### config.mk
export PLATFORM = sky130hd
export DESIGN_NAME = execon_gen
export DESIGN_NICKNAME = d
export VERILOG_FILES = /design/src/rtl/execon_gen.sv
export SDC_FILE = /design/constraint.sdc
export NUM_CORES = 1
export LEC_CHECK = 0
export CAP_MARGIN = 20
export CORE_MARGIN = 10
export CORE_UTILIZATION = 35
export CTS_BUF_LIST = sky130_fd_sc_hd__clkbuf_8 sky130_fd_sc_hd__clkbuf_16
export CTS_CLUSTER_SIZE = 8
export DETAILED_ROUTE_END_ITERATION = 8
export DONT_BUFFER_PORTS = 1
export HOLD_SLACK_MARGIN = 0.03
export PLACE_DENSITY = 0.53
export SLEW_MARGIN = 10
export SYNTH_ARGS = -nofsm -noshare
export SYNTH_HDL_FRONTEND = slang
export SYNTH_SLANG_ARGS = --single-unit
### constraint.sdc
create_clock -name sys_clk -period 1.8 [get_ports sys_clk]
set_clock_uncertainty 0.1 [all_clocks]
set_input_delay 0.18 -clock sys_clk [delete_from_list [all_inputs] [get_ports sys_clk]]
set_output_delay 0.18 -clock sys_clk [all_outputs]
set_load 0.03 [all_outputs]
### src/rtl/execon_gen.sv
// Execute-control sequencer: prefetch consumption, instruction execute, immediate
// extension writes and single-step halting. Define EXECON_STEPCNT_EN for a multi-step counter.
module execon_gen #(
   parameter int NWAIT = 3,
   parameter int IMMW  = 2,
   parameter int SCW   = 4
) (
   input  logic             sys_clk,
   input  logic             reset,
   input  logic             go,
   input  logic             insrdy,
   input  logic             immld,
   input  logic [1:0]       immcnt,
   input  logic [NWAIT-1:0] wait_req,
   input  logic             single_step,
   input  logic             single_go,
`ifdef EXECON_STEPCNT_EN
   input  logic [SCW-1:0]   step_cnt,
`endif
   output logic             romold,
   output logic             exe,
   output logic             insexe,
   output logic             immwri,
   output logic [1:0]       immidx,
   output logic             stop,
   output logic             idle,
   output logic [1:0]       dbg_state
);

   localparam logic [1:0] S_IDLE = 2'd0;
   localparam logic [1:0] S_EXEC = 2'd1;
   localparam logic [1:0] S_IMM  = 2'd2;
   localparam logic [1:0] S_STOP = 2'd3;
   localparam logic [1:0] IMM_MAX = 2'(IMMW - 1);

   if (NWAIT < 1 || NWAIT > 8 || IMMW < 1 || IMMW > 4 || SCW < 1 || SCW > 8) begin : g_param_chk
      $error("execon_gen: parameter out of range");
   end

   logic [1:0] state_q, state_d;
   logic       vins_q, vins_d;
   logic [1:0] rem_q, rem_d;
   logic [1:0] idx_q, idx_d;
   logic       godrop_q, godrop_d;
   logic       insexe_q;
   logic       step_done;
   logic [1:0] imm_clamp;

   assign imm_clamp = (immcnt > IMM_MAX) ? IMM_MAX : immcnt;

`ifdef EXECON_STEPCNT_EN
   logic [SCW-1:0] cnt_q, cnt_d;
   logic           complete;

   // A counter already drained to 0 behaves as the final step, so raising
   // single_step mid-run halts at the very next completion.
   assign step_done = single_step & (cnt_q <= SCW'(1));
   assign complete  = (exe & ~immld) | ((state_q == S_IMM) & insrdy & (rem_q == 2'd0));

   always_comb begin
      cnt_d = cnt_q;
      if ((state_q == S_STOP) && go && single_go)
         cnt_d = (step_cnt == '0) ? SCW'(1) : step_cnt;
      else if (complete && (cnt_q != '0))
         cnt_d = cnt_q - SCW'(1);
   end

   always_ff @(posedge sys_clk or posedge reset) begin
      if (reset) cnt_q <= '0;
      else       cnt_q <= cnt_d;
   end
`else
   assign step_done = single_step;
`endif

   // go=0 takes priority over execution so a dropped run never retires a word.
   assign exe = (state_q == S_EXEC) & go & vins_q & ~|wait_req;

   always_comb begin
      state_d  = state_q;
      rem_d    = rem_q;
      idx_d    = idx_q;
      godrop_d = godrop_q;
      romold   = 1'b0;
      immwri   = 1'b0;
      case (state_q)
         S_IDLE: begin
            if (go) state_d = S_EXEC;
         end
         S_EXEC: begin
            romold = go & insrdy & (~vins_q | (exe & ~immld & ~step_done));
            if (!go) begin
               state_d = S_IDLE;
            end else if (exe && immld) begin
               state_d  = S_IMM;
               rem_d    = imm_clamp;
               idx_d    = 2'd0;
               godrop_d = 1'b0;
            end else if (exe && step_done) begin
               state_d = S_STOP;
            end
         end
         S_IMM: begin
            if (!go) godrop_d = 1'b1;
            if (insrdy) begin
               immwri = 1'b1;
               romold = 1'b1;
               idx_d  = idx_q + 2'd1;
               rem_d  = rem_q - 2'd1;
               if (rem_q == 2'd0) begin
                  idx_d    = 2'd0;
                  rem_d    = 2'd0;
                  godrop_d = 1'b0;
                  if (godrop_q || !go) state_d = S_IDLE;
                  else if (step_done)  state_d = S_STOP;
                  else                 state_d = S_EXEC;
               end
            end
         end
         S_STOP: begin
            if (!go) begin
               state_d = S_IDLE;
            end else if (single_go) begin
               state_d = S_EXEC;
               romold  = insrdy & ~vins_q;
            end
         end
         default: state_d = S_IDLE;
      endcase
   end

   // Extension words consumed in IMM are operands, never instruction loads.
   always_comb begin
      vins_d = vins_q;
      if (!go)                               vins_d = 1'b0;
      else if (romold && (state_q != S_IMM)) vins_d = 1'b1;
      else if (exe)                          vins_d = 1'b0;
   end

   always_ff @(posedge sys_clk or posedge reset) begin
      if (reset) begin
         state_q  <= S_IDLE;
         vins_q   <= 1'b0;
         rem_q    <= 2'd0;
         idx_q    <= 2'd0;
         godrop_q <= 1'b0;
         insexe_q <= 1'b0;
      end else begin
         state_q  <= state_d;
         vins_q   <= vins_d;
         rem_q    <= rem_d;
         idx_q    <= idx_d;
         godrop_q <= godrop_d;
         insexe_q <= exe;
      end
   end

   assign insexe    = insexe_q;
   assign immidx    = idx_q;
   assign idle      = (state_q == S_IDLE);
   assign stop      = (state_q == S_STOP);
   assign dbg_state = state_q;

endmodule

After elaboration in Yosys (flattened, before gate mapping)
Index checks and enable logic that the tools add are counted.
Storage, ports and cells
  register bits after elaboration: 9
  memories: 0
  input port bits: 12
  word-level logic and storage cells: 82
  bits in read-only memories: 0
  RAM bits: 0
  output and inout port bits: 10
  latch bits: 0
Cells by class
  bitwise gates (word level): 12
  shift operators: 0
  add/subtract/negate cells: 2
  equality and inequality tests: 12
  multiply operators: 0
  muxes and demuxes: 36
  reduce and logical (&&, ||, !) cells: 13
  magnitude comparators: 1
  div/mod/pow operators: 0
Operators with widths (number)
  2-bit two-way mux: 19
  1-bit two-way mux: 12
  2-bit inequality test (second input constant): 5
  1-bit AND: 8
  2-bit case mux with 2 select lines: 2
  2-bit case mux with 4 select lines: 1
  5-bit AND reduction: 1
  2-bit == test (second input constant): 2
  2-bit logical NOT: 2
  4-bit by 2-bit inequality test with 1-bit output (second input constant): 1
  4-bit AND reduction: 1
  1-bit logical AND: 3
  3-bit by 1-bit inequality test with 1-bit output (second input constant): 1
  3-bit inequality test (second input constant): 1
  1-bit NOT: 3
  1-bit case mux with 3 select lines: 1
  3-bit AND reduction: 1
  3-bit OR reduction: 1
  2-bit by 1-bit adder with 2-bit output (second input constant): 1
  2-bit by 1-bit == test with 1-bit output (second input constant): 1
  2-bit by 1-bit > comparator with 1-bit output (second input constant): 1
  1-bit logical NOT: 2
  2-bit by 1-bit inequality test with 1-bit output (second input constant): 1
  1-bit case mux with 2 select lines: 1
  4 further kinds: 4

Longest topological paths before layout
  depth after elaboration: 12
  gate-level depth with buffers: 4
  gate-level depth less buffers: 3

Worst setup path after synthesis
Ideal clock, no wire load.
  path kind: reg-to-reg
  start point: reg state_q[1], in the netlist dbg_state[1]
  end point: reg idx_q[0], in the netlist immidx[0]
  data arrival time: 1.565 ns
  path buffers: 0
  cell stages (with the launch flop): 4
  path slack: 0.010 ns
  setup time: 0.125 ns
  cell sequence: dfrtp_1 or4b_4 o21a_4 mux2_4
Between the ends
  cells in the longest elaborated chain, start to end: 7
Ends and longest elaborated chain
  from (decl): RTL line 40  | logic [1:0] state_q, state_d;
  from (signal assigned): RTL line 149  | state_q <= state_d;
  2-bit by 1-bit == test with 1-bit output: RTL line 77, 86
  1-bit AND (3 in series): RTL line 77  | assign exe = (state_q == S_EXEC) & go & vins_q & ~|wait_req;
  1-bit logical AND: RTL line 94  | end else if (exe && immld) begin
  2-bit by 1-bit inequality test with 1-bit output (no line)
  4-bit AND reduction (no line)
  to (signal assigned): RTL line 152  | idx_q <= idx_d;
  to (decl): RTL line 43  | logic [1:0] idx_q, idx_d;
Several ways; a longest one is shown, not always the timed one.
A chain may end at the register's enable or synchronous reset.

Worst setup path after layout
  start point: reg state_q[1], in the netlist dbg_state[1]
  end point: out romold
Between the ends
  cells in the longest elaborated chain, start to end: 9
Ends and longest elaborated chain
  2-bit by 1-bit == test with 1-bit output: RTL line 77, 86
  1-bit AND (3 in series): RTL line 77
  1-bit AND (2 in series): RTL line 91  | romold = go & insrdy & (~vins_q | (exe & ~immld & ~step_done));
  1-bit OR: RTL line 91
  1-bit AND: RTL line 91
  1-bit case mux with 3 select lines *: RTL line 86  | case (state_q)
  to (decl): RTL line 20  | output logic romold,
Every way passes the cells marked *; elsewhere a longest branch is shown, timed or not.

==> flow_results.org <==
** Global route
- Global-route track usage on met1 :: 10.5%
- Global-route wire length before repair :: 2.49 mm
- Global routing consumed, on the met3 layer, 6.26% of the routing resources.
- Vias in the first global route :: 508
- For this run, global-route usage on met2 was measured as 12.1%.
- Summed over all layers, the global routing overflow is 0.
- Most congested layer reported by global routing :: met2
- Total routing usage reported by global routing :: 8.90%
- The number of antenna violations at the first check in global routing was 0.
- Entering global routing, the biggest net connects 15 pins.

** Synth
- Averaged over all synthesized cells, the footprint is 9.60 µm².
- Mapped Area :: 586 µm²
- Yosys reg bits :: 9
- The share of the Yosys chip area taken by registers is 38.5%.
- Yosys printed 0 warnings.
- The number of nets in the synthesized netlist is 73.
- Post-Syn Instances :: 61
- The number of different library cells used by synthesis comes to 29.

** Power
- VDD IR-drop max :: 0.423 mV
- Total power divided by cell area :: 768 nW/µm²
- Post-layout power :: 0.000542 W
- The internal portion of the total power is 0.000404 W.
- The analysis attributes to net switching a power of 0.000138 W.
- Leakage :: 0.314 nW
- Combinational share of power :: 14.5%
- Clock power share :: 42.1%
- Registers are responsible for 43.5% of the overall power.
- Switch share :: 25.5%

** Drt
- Vias per cell :: 5.88
- Count of antenna-violating nets left after detailed routing :: 0
- The first TritonRoute pass finished after 4 iterations.
- Number of DRC violations after detailed routing :: 0
- Aggregate routed wire length :: 1.53 mm
- Average wire per cell in the routed design :: 17.7 µm
- The detailed router finished its first iteration with 10 violations.
- The detailed router placed 506 vias in this run.

** Timing
- Worst Max-Slew Pin Slew :: 0.397 ns
- Setup repair after global routing left no endpoint under its margin.
- Summed negative setup slack over all endpoints :: 0 ns
- Static timing analysis puts the maximum clock frequency at 580 MHz.
- The final hold violation count came to 0.
- The worst path in the final design needs a cycle of 1.72 ns, including I/O delays and setup.
- Headroom to the max-slew limit :: 73.5%
- Final setup violation count :: 0
- The final-report max-slew violation count came to 0.
- Final cycle utilization of the critical path :: 95.8%

** Outcome
- Status :: finished clean

** Cells and area
- From synthesis to final layout, the design area changed by 20.5%.
- The net count of the finished layout is 83.
- Share of post-route cells with drive strength above 1 :: 21.4%
- The repair_antennas step left the layout with diodes totalling 0.

** Clock network
- The tree is rooted in a sky130_fd_sc_hd__clkbuf_8.
- Clock latency on the worst-skew pair :: 0.23 ns
- The clock net in this run drives a total of 9 sinks.
- No sink is reached through more buffers than the 2 on the longest clock path.
- Number of buffers added by the clock tree synthesis step :: 3
- CTS built an H-tree with a depth of 1.
- Clock transition at the registers of the reported paths :: 0.05 ns
- TritonCTS clock tree :: done

** Critical path
- Worst EP required :: 1.52 ns
- Kind of launch point of the worst setup path :: register
- The worst setup path is captured at a primary output.
- The critical path is of the reg -> out type.
- Along the worst path, the maximum fanout reaches 12.
- Maximum single-stage delay on the critical path :: 0.37 ns
- For the worst setup path, the data arrival time is 1.44 ns.
- The critical path goes through buf_4 > o41ai_1 > a21o_2.
- Crit-path slowest cell :: sky130_fd_sc_hd__dfrtp_1

** Floorplanning
- I/O Pins :: 22
- Die Span Y :: 60.9 µm
- Initial core utilization :: 38.0%
- Standard cell core area :: 1540 µm²
- The initialized floorplan defines 14 standard-cell rows.
- Width of the die :: 60.9 µm
- Floorplan die area :: 3710 µm²

** Placed design
- The HPWL after detailed placement is 1.17 mm.
- In this run the tool buffered the top-level ports with 0 buffer cells.
- At the end of routability-driven placement, the weighted congestion stood at 0.719.

** Flow run
- Across the run, the number of max-cap violations was 0.

** Min path
- The worst hold path belongs to the class in -> reg.
## worst max-delay path: cells and delay by family, from the launching register on
family	cells	cell delay (ns)
buffers and inverters	1	0.21
AOI/OAI and AO/OA	2	0.63
DFF	1	0.37
## layout make-up
type | count | area, µm²
Tap cell | 16 | 20.0
Clock inverter | 1 | 3.75
Sequential cell | 9 | 226
Inverter | 6 | 22.5
Fill cell | 148 | 836
Timing Repair Buffer | 7 | 60.1
Multi-Input combinational cell | 44 | 332
Clock buffer | 3 | 41.3
## repair_timing
action,4_1_cts,5_1_grt
buffers inserted,0,0
hold endpoints to repair,11,0
setup endpoints to repair,2,2
gates resized for setup,1,2
hold buffers,3,0
## final timing paths
kind,startpoint,endpoint,slack [ns],cells after the start
max in group asynchronous,reset,dbg_state[0],1.05,2
worst min-delay path,go,dbg_state[1],0.03,2
worst max-delay path,dbg_state[1],romold,0.08,3
worst max register to register,dbg_state[1],immidx[0],0.15,3
min in group asynchronous,reset,godrop_q,0.26,2
worst min register to register,rem_q[1],rem_q[1],0.41,1
## cells by family after synthesis
kind of cell | after synthesis | synth area share (%)
AO/OA/AOI/OAI | 17 | 23.5
AND/OR/NAND/NOR | 25 | 27.8
buffers and inverters | 8 | 5.13
flip-flops | 9 | 38.5
multiplexers | 2 | 5.13
## per-stage QoR
| step | area [µm²] | setup WS, ns | hold slack [ns] | utilization, % | std cells |
|---|---|---|---|---|---|
| finish | 706 | 0.0753 | 0.0347 | 45.8 | 86 |
| global route | 706 | 0.0166 | 0.0377 | 45.8 | 86 |
| CTS | 704 | 0.00642 | 0.0313 | 45.7 | 86 |
| detailed placement | 628 | 0.151 | -0.0279 | 40.7 | 79 |
| global placement | 628 | 0.168 | -0.0347 | 40.7 | 79 |
| floorplan | 586 | 0.00988 | -0.0921 | - | 61 |
## cell usage after synthesis
| master | n | area, µm² |
|---|---|---|
| sky130_fd_sc_hd__nor2b_1 | 2 | 12.5 |
| sky130_fd_sc_hd__a311oi_1 | 2 | 17.5 |
| sky130_fd_sc_hd__nand2b_1 | 3 | 18.8 |
| sky130_fd_sc_hd__a31o_2 | 1 | 8.76 |
| sky130_fd_sc_hd__o211ai_1 | 2 | 15.0 |
| sky130_fd_sc_hd__o21ai_0 | 2 | 10.0 |
| sky130_fd_sc_hd__a21o_1 | 2 | 15.0 |
| sky130_fd_sc_hd__inv_1 | 6 | 22.5 |
| sky130_fd_sc_hd__mux2_4 | 2 | 30.0 |
| sky130_fd_sc_hd__nand3_1 | 1 | 5.00 |
| sky130_fd_sc_hd__a211oi_1 | 1 | 7.51 |
| sky130_fd_sc_hd__a211o_1 | 2 | 17.5 |
| sky130_fd_sc_hd__nand3b_1 | 2 | 15.0 |
| sky130_fd_sc_hd__nand2_1 | 1 | 3.75 |
| sky130_fd_sc_hd__and2_1 | 2 | 12.5 |
| sky130_fd_sc_hd__a22oi_1 | 1 | 7.51 |
| sky130_fd_sc_hd__clkbuf_1 | 2 | 7.51 |
| sky130_fd_sc_hd__nor3b_1 | 1 | 7.51 |
| sky130_fd_sc_hd__nor4_1 | 2 | 12.5 |
| sky130_fd_sc_hd__or4bb_1 | 1 | 11.3 |
| sky130_fd_sc_hd__o21a_1 | 2 | 15.0 |
| sky130_fd_sc_hd__nor4b_1 | 1 | 8.76 |
| sky130_fd_sc_hd__nand4b_1 | 2 | 17.5 |
| sky130_fd_sc_hd__nor3_1 | 1 | 5.00 |
| sky130_fd_sc_hd__o21a_4 | 1 | 15.0 |
| sky130_fd_sc_hd__or4b_4 | 1 | 13.8 |
| sky130_fd_sc_hd__o41ai_1 | 1 | 8.76 |
| sky130_fd_sc_hd__dfrtp_1 | 9 | 225 |
| sky130_fd_sc_hd__nor2_1 | 5 | 18.8 |
## cells in the final DEF, fill, tap and decap left out, types with 3 or more instances in the layout
cell type / synthesis / routed
sky130_fd_sc_hd__dfrtp_1: 9 / 8
sky130_fd_sc_hd__clkbuf_8: 0 / 3
sky130_fd_sc_hd__dlygate4sd3_1: 0 / 3
sky130_fd_sc_hd__nor2_1: 5 / 5
sky130_fd_sc_hd__inv_1: 6 / 6
sky130_fd_sc_hd__nand2b_1: 3 / 3
sky130_fd_sc_hd__buf_4: 0 / 4
## registers in the layout, indices dropped and copies added (netlist names)
| name | flops |
|---|---|
| rem_q | 2 |
| immidx | 2 |
| dbg_state | 2 |
| insexe | 1 |
| vins_q | 1 |
| godrop_q | 1 |
## power by group through the flow
stage                     combinational (W)  sequential [W]  clock, W
final                             0.0000783        0.000235  0.000228
after global routing              0.0000853        0.000238  0.000252
after CTS                         0.0000790        0.000235  0.000237
after detailed placement          0.0000732        0.000238         0
after global placement            0.0000734        0.000237         0
after floorplan                   0.0000584        0.000234         0
## layer usage
layer	vias up	wire (µm)	share of wire (%)
li1	247	-	-
met1	241	649	43
met2	16	680	45
met3	2	183	12
met4	0	11	0.72
met5	-	0	0
Note: power is estimated with default switching activity, not from simulation.
